[src/rtl/inst_queue_pkg.sv]
// Shared types for the decode -> dispatch instruction queue: the PC_set
// record, the default queue depth and a wrapping pointer helper.
package inst_queue_pkg;

    typedef struct packed {
        logic        o_valid;
        logic [31:0] PC;
        logic [31:0] inst;
    } PC_set;

    localparam int IQ_DEPTH = 8;

    // Pointer plus n, wrapped modulo a power-of-two depth.
    function automatic int unsigned iq_inc(input int unsigned ptr,
                                           input int unsigned n,
                                           input int unsigned depth);
        return (ptr + n) & (depth - 1);
    endfunction

endpackage

[src/rtl/inst_queue_if.sv]
// Decode/dispatch side of the instruction queue: two push slots, two head
// slots, the consume count and occupancy. master = queue, slave = pipeline.
interface inst_queue_if
    import inst_queue_pkg::*;
#(
    parameter int DEPTH = IQ_DEPTH
) ();

    // Handshake: decode may present i_set1/i_set2 (each qualified by its own
    // o_valid) every cycle; they are taken at the clock edge only when o_ready
    // was high, otherwise decode holds them. Dispatch reports in i_usingNUM how
    // many of the valid o_set1/o_set2 entries it consumed at that same edge.
    PC_set                  i_set1;
    PC_set                  i_set2;
    logic                   o_ready;
    PC_set                  o_set1;
    PC_set                  o_set2;
    logic [1:0]             i_usingNUM;
    logic [$clog2(DEPTH):0] o_count;

    modport master (
        input  i_set1, i_set2, i_usingNUM,
        output o_ready, o_set1, o_set2, o_count
    );

    modport slave (
        output i_set1, i_set2, i_usingNUM,
        input  o_ready, o_set1, o_set2, o_count
    );

endinterface

[src/rtl/inst_queue.sv]
// Circular instruction queue: takes up to two decoded entries per cycle and
// exposes the two oldest to dispatch, retiring 0/1/2 per cycle.
module inst_queue
    import inst_queue_pkg::*;
#(
    parameter int DEPTH = IQ_DEPTH,
    parameter int PTR_W = $clog2(DEPTH)
) (
    input  logic         clk,
    input  logic         rst,
    input  logic         flush,
    inst_queue_if.master bus
);

    PC_set            mem [DEPTH];
    logic [PTR_W-1:0] head;
    logic [PTR_W-1:0] tail;
    logic [PTR_W-1:0] head_p1;
    logic [PTR_W-1:0] tail_p1;
    logic [PTR_W:0]   count;
    logic [PTR_W:0]   count_next;
    logic [1:0]       push_n;
    logic [1:0]       pop_n;
    logic [1:0]       avail_n;
    logic             ready;
    logic             wr0_en;
    logic             wr1_en;
    PC_set            wr0_data;
    PC_set            wr1_data;
    PC_set            set1_out;
    PC_set            set2_out;

    always_comb begin
        head_p1  = PTR_W'(iq_inc(32'(head), 32'd1, 32'(DEPTH)));
        tail_p1  = PTR_W'(iq_inc(32'(tail), 32'd1, 32'(DEPTH)));
        // Registered count only: pops this cycle free slots next cycle.
        ready    = (count <= (PTR_W+1)'(DEPTH - 2));
        avail_n  = (count >= 2) ? 2'd2 : ((count == 0) ? 2'd0 : 2'd1);
        pop_n    = (bus.i_usingNUM > avail_n) ? avail_n : bus.i_usingNUM;

        wr0_en   = 1'b0;
        wr1_en   = 1'b0;
        wr0_data = bus.i_set1;
        wr1_data = bus.i_set2;
        push_n   = 2'd0;
        if (ready) begin
            // A lone set2 is compacted into the tail slot.
            unique case ({bus.i_set1.o_valid, bus.i_set2.o_valid})
                2'b11: begin
                    wr0_en = 1'b1;
                    wr1_en = 1'b1;
                    push_n = 2'd2;
                end
                2'b10: begin
                    wr0_en = 1'b1;
                    push_n = 2'd1;
                end
                2'b01: begin
                    wr0_en   = 1'b1;
                    wr0_data = bus.i_set2;
                    push_n   = 2'd1;
                end
                default: ;
            endcase
        end

        count_next = count + (PTR_W+1)'(push_n) - (PTR_W+1)'(pop_n);

        set1_out         = mem[head];
        set1_out.o_valid = (avail_n != 2'd0);
        set2_out         = mem[head_p1];
        set2_out.o_valid = (avail_n == 2'd2);
    end

    assign bus.o_set1  = set1_out;
    assign bus.o_set2  = set2_out;
    assign bus.o_ready = ready;
    assign bus.o_count = count;

    always_ff @(posedge clk) begin
        if (rst || flush) begin
            head  <= '0;
            tail  <= '0;
            count <= '0;
        end else begin
            head  <= PTR_W'(iq_inc(32'(head), 32'(pop_n), 32'(DEPTH)));
            tail  <= PTR_W'(iq_inc(32'(tail), 32'(push_n), 32'(DEPTH)));
            count <= count_next;
        end
    end

    // Entry contents carry no reset; a dropped push never lands.
    always_ff @(posedge clk) begin
        if (!rst && !flush) begin
            if (wr0_en) mem[tail]    <= wr0_data;
            if (wr1_en) mem[tail_p1] <= wr1_data;
        end
    end

`ifndef SYNTHESIS
    // Dispatch must never consume more entries than are presented valid.
    int unsigned illegal_usingnum_cnt;

    always_ff @(posedge clk) begin
        if (rst) begin
            illegal_usingnum_cnt <= 0;
        end else if (!flush) begin
            usingnum_legal: assert (bus.i_usingNUM <= avail_n) else begin
                illegal_usingnum_cnt <= illegal_usingnum_cnt + 1;
                $warning("inst_queue: i_usingNUM=%0d with only %0d valid outputs",
                         bus.i_usingNUM, avail_n);
            end
        end
    end
`endif

endmodule

[src/flat_wrapper.sv]
// flat-port wrapper written by rule: the top's interface ports become plain ports
module inst_queue_flat import inst_queue_pkg::*;
#(
    parameter int DEPTH = IQ_DEPTH,
    parameter int PTR_W = $clog2(DEPTH)
)
  (clk, rst, flush, bus_i_set1, bus_i_set2, bus_i_usingNUM, bus_o_ready, bus_o_set1, bus_o_set2, bus_o_count);
  inst_queue_if #(.DEPTH(DEPTH)) bus_i ();
  input  logic clk;
  input  logic rst;
  input  logic flush;
  input wire logic [$bits(bus_i.i_set1)-1:0] bus_i_set1;
  input wire logic [$bits(bus_i.i_set2)-1:0] bus_i_set2;
  input wire logic [$bits(bus_i.i_usingNUM)-1:0] bus_i_usingNUM;
  output wire logic [$bits(bus_i.o_ready)-1:0] bus_o_ready;
  output wire logic [$bits(bus_i.o_set1)-1:0] bus_o_set1;
  output wire logic [$bits(bus_i.o_set2)-1:0] bus_o_set2;
  output wire logic [$bits(bus_i.o_count)-1:0] bus_o_count;
  assign bus_i.i_set1 = bus_i_set1;
  assign bus_i.i_set2 = bus_i_set2;
  assign bus_i.i_usingNUM = bus_i_usingNUM;
  assign bus_o_ready = bus_i.o_ready;
  assign bus_o_set1 = bus_i.o_set1;
  assign bus_o_set2 = bus_i.o_set2;
  assign bus_o_count = bus_i.o_count;
  inst_queue #(.DEPTH(DEPTH), .PTR_W(PTR_W)) u_core (.clk(clk), .rst(rst), .flush(flush), .bus(bus_i));
endmodule
[config.mk]
export PLATFORM = sky130hd
export DESIGN_NAME = inst_queue_flat
export DESIGN_NICKNAME = d
export VERILOG_FILES = /design/src/rtl/inst_queue_pkg.sv /design/src/rtl/inst_queue_if.sv /design/src/rtl/inst_queue.sv /design/src/flat_wrapper.sv
export SDC_FILE = /design/constraint.sdc
export NUM_CORES = 1
export LEC_CHECK = 0
export BUFFER_PORTS_ARGS = -buffer_cell sky130_fd_sc_hd__buf_4
export CORE_ASPECT_RATIO = 1.4
export CORE_UTILIZATION = 45
export CTS_CLUSTER_SIZE = 40
export DETAILED_ROUTE_END_ITERATION = 6
export HOLD_SLACK_MARGIN = 0.03
export PLACE_DENSITY = 0.63
export SLEW_MARGIN = 0
export SYNTH_ARGS = -nofsm -noshare
export SYNTH_HDL_FRONTEND = slang
export SYNTH_SLANG_ARGS = --single-unit
[constraint.sdc]
create_clock -name clk -period 6.6 [get_ports clk]
set_input_delay 0.99 -clock clk [delete_from_list [all_inputs] [get_ports clk]]
set_output_delay 0.99 -clock clk [all_outputs]
set_load 0.01 [all_outputs]
After elaboration in Yosys (flattened, before gate mapping)
Memories as Yosys holds them, arrays and structs flattened. A register that Yosys moved wholly into a read port is not among the register bits.
Index checks and enable logic that the tools add are counted.
{"block": "word_totals", "ff_bits": 10, "output_inout_bits": 135, "mem_bits_rw": 520, "in_bits": 135, "n_memories": 1, "elab_cells": 43}
{"block": "classes", "addsub": 6, "magnitude_cmp": 3, "muxes": 18, "n_eq_ne": 4, "reduce_logical": 8}
{"memory": "u_core.mem", "depth": 8, "width": 65, "read_ports": 2, "rd_ports_with_merged_regs": 1, "wr": 2, "line": "inst_queue.sv:15", "rtl": "PC_set mem [DEPTH];"}
{"cell": "65-bit 2-to-1 mux", "n": 2}
{"cell": "1-bit 2-to-1 mux", "n": 11}
{"cell": "3-bit by 1-bit adder with 3-bit output (second input constant)", "n": 2}
{"cell": "3-bit by 2-bit adder with 3-bit output", "n": 2}
{"cell": "2-bit equality test (second input constant)", "n": 3}
{"cell": "2-bit 2-to-1 mux", "n": 3}
{"cell": "4-bit by 2-bit adder with 4-bit output", "n": 1}
{"cell": "4-bit by 2-bit greater-or-equal comparator with 1-bit output (second input constant)", "n": 1}
{"cell": "4-bit by 3-bit <= comparator with 1-bit output (second input constant)", "n": 1}
{"cell": "4-bit zero test", "n": 1}
{"cell": "2-bit one-hot mux with 2 select lines", "n": 1}
{"cell": "4-bit by 2-bit subtractor with 4-bit output", "n": 1}
{"cell": "3-bit 2-to-1 mux", "n": 1}
{"cell": "3-bit OR reduction", "n": 1}
{"cell": "2-bit by 1-bit equality test with 1-bit output (second input constant)", "n": 1}
{"cell": "2-bit > comparator", "n": 1}
{"cell": "1-bit zero test", "n": 2}
{"cell": "2-bit nonzero test", "n": 1}
{"cell": "2-bit OR reduction", "n": 1}
{"cell": "1-bit logical AND", "n": 1}
{"cell": "1-bit logical OR", "n": 1}

Logic depth before layout (Yosys ltp)
Gate-level depths: netlist (run 1).
{"block": "depth", "ltp_word": 7, "mapped_depth": 15, "ltp_nobuf": 15}

Worst setup path after synthesis (run 1)
OpenSTA, ideal clock, no wires.
{"block": "synth_timing", "kind": "input-to-reg", "start": "in bus_i_set2[64]", "end": "mem u_core.mem[1][0] (netlist name), enable pin", "slack_ps": 1499, "t_required_ps": 6093, "n_path_buf": 0, "path_stages": 5, "t_arrival_ps": 4594, "setup_ps": 507, "cell_sequence": "inv_1 ha_1 nor2_1 nand3b_1 a21oi_1"}
{"element": "start: declaration", "line": "flat_wrapper.sv:13", "rtl": "input wire logic [$bits(bus_i.i_set2)-1:0] bus_i_set2;"}
{"element": "end: declaration", "line": "inst_queue.sv:15"}

Worst setup path after layout (run 1)
{"block": "layout_timing", "start": "reg u_core.head[0]", "end": "out bus_o_set2[46]"}
{"block": "layout_between", "elab_chain_cells": 2}
{"element": "start: declaration", "line": "inst_queue.sv:16", "rtl": "logic [PTR_W-1:0] head;"}
{"element": "start signal: assignment", "line": "inst_queue.sv:86", "rtl": "head <= PTR_W'(iq_inc(32'(head), 32'(pop_n), 32'(DEPTH)));"}
{"element": "3-bit by 1-bit adder with 3-bit output", "line": "inst_queue_pkg.sv:17", "rtl": "return (ptr + n) & (depth - 1);"}
{"element": "memory 8 x 65 bit"}
{"element": "end: declaration", "line": "flat_wrapper.sv:17", "rtl": "output wire logic [$bits(bus_i.o_set2)-1:0] bus_o_set2;"}
No other way between the ends.

==> results of run 1 <==
path summary, 6_finish.rpt:
kind / startpoint / endpoint / slack, ns / cells past startpoint
worst max-delay path: u_core.head[0] / bus_o_set2[46] / 1.62 / 5
worst min-delay path: bus_i_set2[47] / u_core.mem[7][47] / 0.71 / 2
worst max register to register: u_core.tail[0] / u_core.mem[4][16] / 2.62 / 6
worst min register to register: u_core.bus.o_count[2] / u_core.bus.o_count[3] / 0.72 / 4
registers in the layout, indices dropped and copies added, names as in the netlist:
signal,count
u_core.mem,512
u_core.bus.o_count,4
u_core.head,3
u_core.tail,3
kinds of logic (layout without fill, tap and decap cells):
logic type	after synthesis	after routing
buffers and inverters	141	433
flip-flops	522	522
AO/OA/AOI/OAI	16	16
other	0	1
AND/OR/NAND/NOR	50	50
multiplexers	898	898
adder cells (fa/ha/maj)	19	19
XOR/XNOR	7	7
routing by layer:
layer,part of all wire,wire length (um)
met1,0.39,33300
met2,0.54,46000
met3,0.050,4240
met4,0.022,1850
met5,0.0011,90
through the flow:
step	instances	setup slack, ns	utilization	hold WS, ns	instance area, um^2
detailed placement	2698	2.19	0.496	0.721	33100
global route	2801	1.38	0.525	0.695	35000
global placement	2698	2.22	0.496	0.691	33100
CTS	2800	1.52	0.525	0.678	35000
floorplan	1653	1.50	-	0.578	30400
finish	2801	1.62	0.525	0.710	35000
layout make-up:
class,count,area share
antenna,1,0.0000715
clock buffer,66,0.0405
clock inverter,36,0.0131
inverter,19,0.00204
multi-input combinational,990,0.400
sequential,522,0.445
tap,855,0.0306
timing repair buffer,312,0.0680
worst register-to-register path, stage by stage (launching register included):
cell	delay [ns]
dfxtp_1	0.63
ha_1	0.40
nor4b_1	0.34
o211ai_1	0.24
nor2_4	1.12
buf_4	0.58
mux2_2	0.41
synth_stat cells, drive strengths merged:
| cell | instances |
|---|---|
| nand3b | 1 |
| and3 | 1 |
| and4b | 1 |
| a21o | 1 |
| nor2 | 19 |
| mux4 | 256 |
| fa | 4 |
| and2 | 4 |
| a21oi | 7 |
| nor2b | 1 |
| clkbuf | 19 |
| or2 | 1 |
| a41oi | 3 |
| dfxtp | 10 |
| or3 | 1 |
| xor2 | 4 |
| o211ai | 1 |
| and4 | 2 |
| nor3 | 7 |
| nand4 | 1 |
| mux2 | 642 |
| xnor2 | 3 |
| nor4b | 2 |
| nor4 | 1 |
| nand2 | 6 |
| buf | 103 |
| inv | 19 |
| a31oi | 3 |
| edfxtp | 512 |
| ha | 15 |
| a21bo | 1 |
| nand3 | 2 |
where the power goes:
group	total, W	internal [W]	switching [W]	leakage, nW
clock network	0.00331	0.00193	0.00138	0.923
registers	0.00386	0.00377	0.0000886	4.71
logic	0.00302	0.00161	0.00141	5.63
total	0.0102	0.00731	0.00288	11.3
==> out/results.tsv, run 1 <==
metric	value	unit
postSynthAreaPerCell	18.4	um^2
synth_top_area_share	0.506	
grt_max_degree	131	
synth_area_leaders	edfxtp_1 51%, mux2_2 22%, mux4_2 19%	
crit_fanout	53	
postCtsSetupBuffers	0	
cts_resized	0	
period_share	0.755	
overflow	0	
crit_type	flip-flop to output pin	
drc	0	
cts_hold_buf	0	
drtIter0Drc	1250	
core_area	66700	um^2
power	0.0102	W
clock_sinks	522	
clk_latency	0.64	ns
final-seq-area	15600	um^2
cp_cell_sequence	ha_4, buf_4, mux4_2, mux2_2, buf_4	
synth-simple-area-share	0.0113	
crit_path_end_kind	output pin	
hold_viol	0	
wl	85400	um
die_w	222	um
area_delta_synth_final	15.1	%
top_usage_layer	met2	
h-tree-depth	2	
gp_congestion	0.786	
final_common_cell	mux2_2	
dpl.hpwl	50900	um
crit_required	5.61	ns
use_met3	0.0464	
ir_drop	241	uV
clkTransAtPathRegs	0.07	ns
setup_viol	0	
use_met1	0.301	
io_pins	270	
grt_pass1_wl	126000	um
max-cap-violations	0	
synth.mux.area_fraction	0.431	
crit_family	flip-flops	
status	complete, no violations	
fmax	0.201	GHz
rows	112	
seq_area_frac_synth	0.512	
critPathArrivalTime	3.99	ns
synth_cell_type_count	43	
clockBufferDepth	3	
post-route-min-period	4.98	ns
grt_setup_unrepaired	false	
drive_gt1_frac	0.672	
die_area	68600	um^2
synthXorXnorAreaFrac	0.00251	
drt_pass1_iterations	4	
port_buffers	269	
critPathMostFrequentCell	buf_4	
grt_usage	0.250	
cts_tree	built	
startpoint_type	flip-flop	
worst_slew_pin_slew	1.39	ns
min_path_type	primary input to flip-flop	
multi_input_area	14000	um^2
cp_num_buf_inv	2	
synth_compound_area_frac	0.00395	
ys_ff_latch	522	
routedWlPerCell	30.5	um
skew	0.0208	ns
mostFrequentLayoutCells	598 x mux2_2, 512 x edfxtp_1, 309 x buf_4, 256 x mux4_2, 55 x clkbuf_16	
slowest_stage	dfxtp_4	
netlist_area	30400	um^2
initial_utilization	0.456	
yosys.area.top_type	edfxtp_1	
power_density	291	nW/um^2
antenna_found_initial	8	
critical-path-max-stage-delay	0.95	ns
cts_made_buffers	55	
met2_usage	0.461	
synth_top_family_by_area	multiplexers	
fp.dieH	310	um
fillerInstances	5434	
synth_nets	1807	
viasPerCell	6.15	
synth_fa_ha_area_frac	0.00881	
vias	17237	
tns	0	ns
slew-limit-headroom	0.0744	
report.final.slew_viol_count	0	
nets	2054	
netlist_instances	1653	
final_antenna_net_count	0	
leakagePower	11.3	nW
first_global_vias	19011	
root_buffer	clkbuf_16	
yosysWarningCount	0	
Note: power is estimated with default switching activity, not from simulation.
==> run 2, diff against run 1 <==
--- a/config.mk
+++ b/config.mk
@@ -11,7 +11,7 @@
 export CTS_CLUSTER_SIZE = 40
 export DETAILED_ROUTE_END_ITERATION = 6
 export HOLD_SLACK_MARGIN = 0.03
-export PLACE_DENSITY = 0.63
+export PLACE_DENSITY = 0.65
 export SLEW_MARGIN = 0
 export SYNTH_ARGS = -nofsm -noshare
 export SYNTH_HDL_FRONTEND = slang
==> constraint.sdc (replaced) <==
create_clock -name clk -period 4.5 [get_ports clk]
set_input_delay 0.675 -clock clk [delete_from_list [all_inputs] [get_ports clk]]
set_output_delay 0.675 -clock clk [all_outputs]
set_load 0.01 [all_outputs]
==> run 2 against run 1 <==
Power is 43% higher. Clock power is 34% higher. Non-clock buffer count down 3. Global-route usage fell by 0.47 points. Sequential share of layout area about the same. Via count is 1.9% higher. Wire length is 1.1% lower. Die area did not move. Sequential power increased by 45%. Flip-flop and latch count unchanged. Critical endpoint is now bus_o_set1[10].
==> out/results.tsv, run 2 (synthesized netlist as in run 1, its figures left out) <==
metric	value	unit
wl	84500	um
fp.dieH	310	um
fmax	0.269	GHz
worstHoldStart	bus_i_set1[45]	
worst_r2r_path_depth	6	
fillerInstances	5372	
largest_reg_flops	512	
grt_usage	0.246	
post-route-min-period	3.72	ns
rr_endpoint	u_core.mem[0][9]	
first_global_vias	18910	
viasPerCell	6.27	
routedWlPerCell	30.2	um
grt_pass1_wl	124000	um
crit_required	3.83	ns
max-cap-violations	0	
initial_utilization	0.456	
nets	2049	
antenna_found_initial	9	
drtIter0Drc	1421	
power_frac_comb	0.310	
drive_gt1_frac	0.668	
crit_fanout	118	
mostFrequentLayoutCells	598 x mux2_2, 512 x edfxtp_1, 289 x buf_4, 256 x mux4_2, 53 x clkbuf_16	
min_path_type	primary input to flip-flop	
timing.rr.start	u_core.tail[0]	
top_register	u_core.mem	
clkTransAtPathRegs	0.06	ns
cts_hold_buf	0	
drt_pass1_iterations	7	
worst_slew_pin_slew	1.07	ns
internal_power	0.0104	W
vias	17567	
clockBufferDepth	3	
rows	112	
cts_tree	built	
io_pins	270	
clk_latency	0.61	ns
leakagePower	11.2	nW
crit_type	flip-flop to output pin	
fin_ws	0.784	ns
ir_drop	397	uV
startpoint_type	flip-flop	
area_delta_synth_final	15.2	%
period_share	0.826	
status	complete, no violations	
seqPwrFrac	0.385	
die_w	222	um
dpl_worst_slack	1.31	ns
core_area	66700	um^2
hold-path-endpoint	u_core.mem[7][45]	
final_antenna_net_count	0	
h-tree-depth	2	
final_common_cell	mux2_2	
power_density	416	nW/um^2
power	0.0146	W
cts_made_buffers	53	
postCtsSetupBuffers	0	
tns	0	ns
die_area	68600	um^2
slew-limit-headroom	0.286	
skew	0.0145	ns
rrSetupSlack	1.29	ns
drc	0	
grt_max_degree	131	
grt_setup_unrepaired	false	
cts_resized	0	
overflow	0	
dpl.hpwl	47300	um
root_buffer	clkbuf_16	
port_buffers	269	
hold_depth	2	
crit_path_end_kind	output pin	
switching_share	0.283	
report.final.slew_viol_count	0	
clock_sinks	522	
gp_congestion	0.781	
switchingPower	0.00413	W
hold_viol	0	
p_clk_frac	0.305	
critPathArrivalTime	3.04	ns
setup_viol	0	
==> run 2: changes by cell type in the layout (fill, tap and decap cells not counted), sizes merged <==
cell / before / now
buf: 312 / 309
bufinv: 10 / 6
clkbuf: 66 / 68
clkinv: 23 / 24
diode: 1 / 6
inv: 22 / 20
==> run 2: final cells by class <==
class	instances	area, um^2	share of cell area
antenna	6	15.0	0.000429
clock buffer	68	1380	0.0395
clock inverter	31	317	0.00904
inverter	19	71.3	0.00204
multi-input combinational	990	14000	0.400
sequential	522	15600	0.445
tap	855	1070	0.0305
timing repair buffer	309	2570	0.0734
==> run 2: how the worst max path moves through the flow <==
stage	start	to	slack (ns)	depth (start not counted)
after floorplan	u_core.bus.o_count[3]	u_core.mem[0][0]	-0.04	7
after global placement	u_core.tail[0]	u_core.mem[0][8]	1.31	6
after detailed placement	u_core.tail[0]	u_core.mem[0][18]	1.31	6
after CTS	u_core.head[1]	bus_o_set1[1]	0.71	4
after global routing	u_core.head[1]	bus_o_set1[5]	0.64	4
final	u_core.head[1]	bus_o_set1[10]	0.78	4
==> run 2: power by group through the flow <==
stage	Clock, W	Sequential, W	Combinational (W)
floorplan	0	0.00569	0.00301
global placement	0	0.00571	0.00452
detailed placement	0	0.00571	0.00456
CTS	0.00453	0.00561	0.00458
global route	0.00470	0.00562	0.00483
finish	0.00445	0.00561	0.00452
==> run 2: critical path: stages, from the launching register on <==
cell and delay, ns:
dfxtp_4 0.49, buf_12 0.70, mux4_2 0.62, mux2_2 0.29, buf_4 0.15
==> run 2: metal layers <==
metal	wire length, um	global-route usage	vias to the layer above
met1	33400	0.307	9403
li1	-	-	7412
met5	41	0	-
met3	4560	0.0344	132
met4	2190	0.0762	6
met2	44300	0.440	614
==> run 2: metrics by stage <==
stage / cell area [um^2] / hold slack [ns] / util / std cells
after detailed placement: 33300 / 0.623 / 0.499 / 2695
after CTS: 35000 / 0.376 / 0.525 / 2794
after global routing: 35000 / 0.407 / 0.525 / 2800
final: 35000 / 0.419 / 0.525 / 2800
after global placement: 33300 / 0.638 / 0.499 / 2695
after floorplan: 30400 / 0.578 / - / 1653
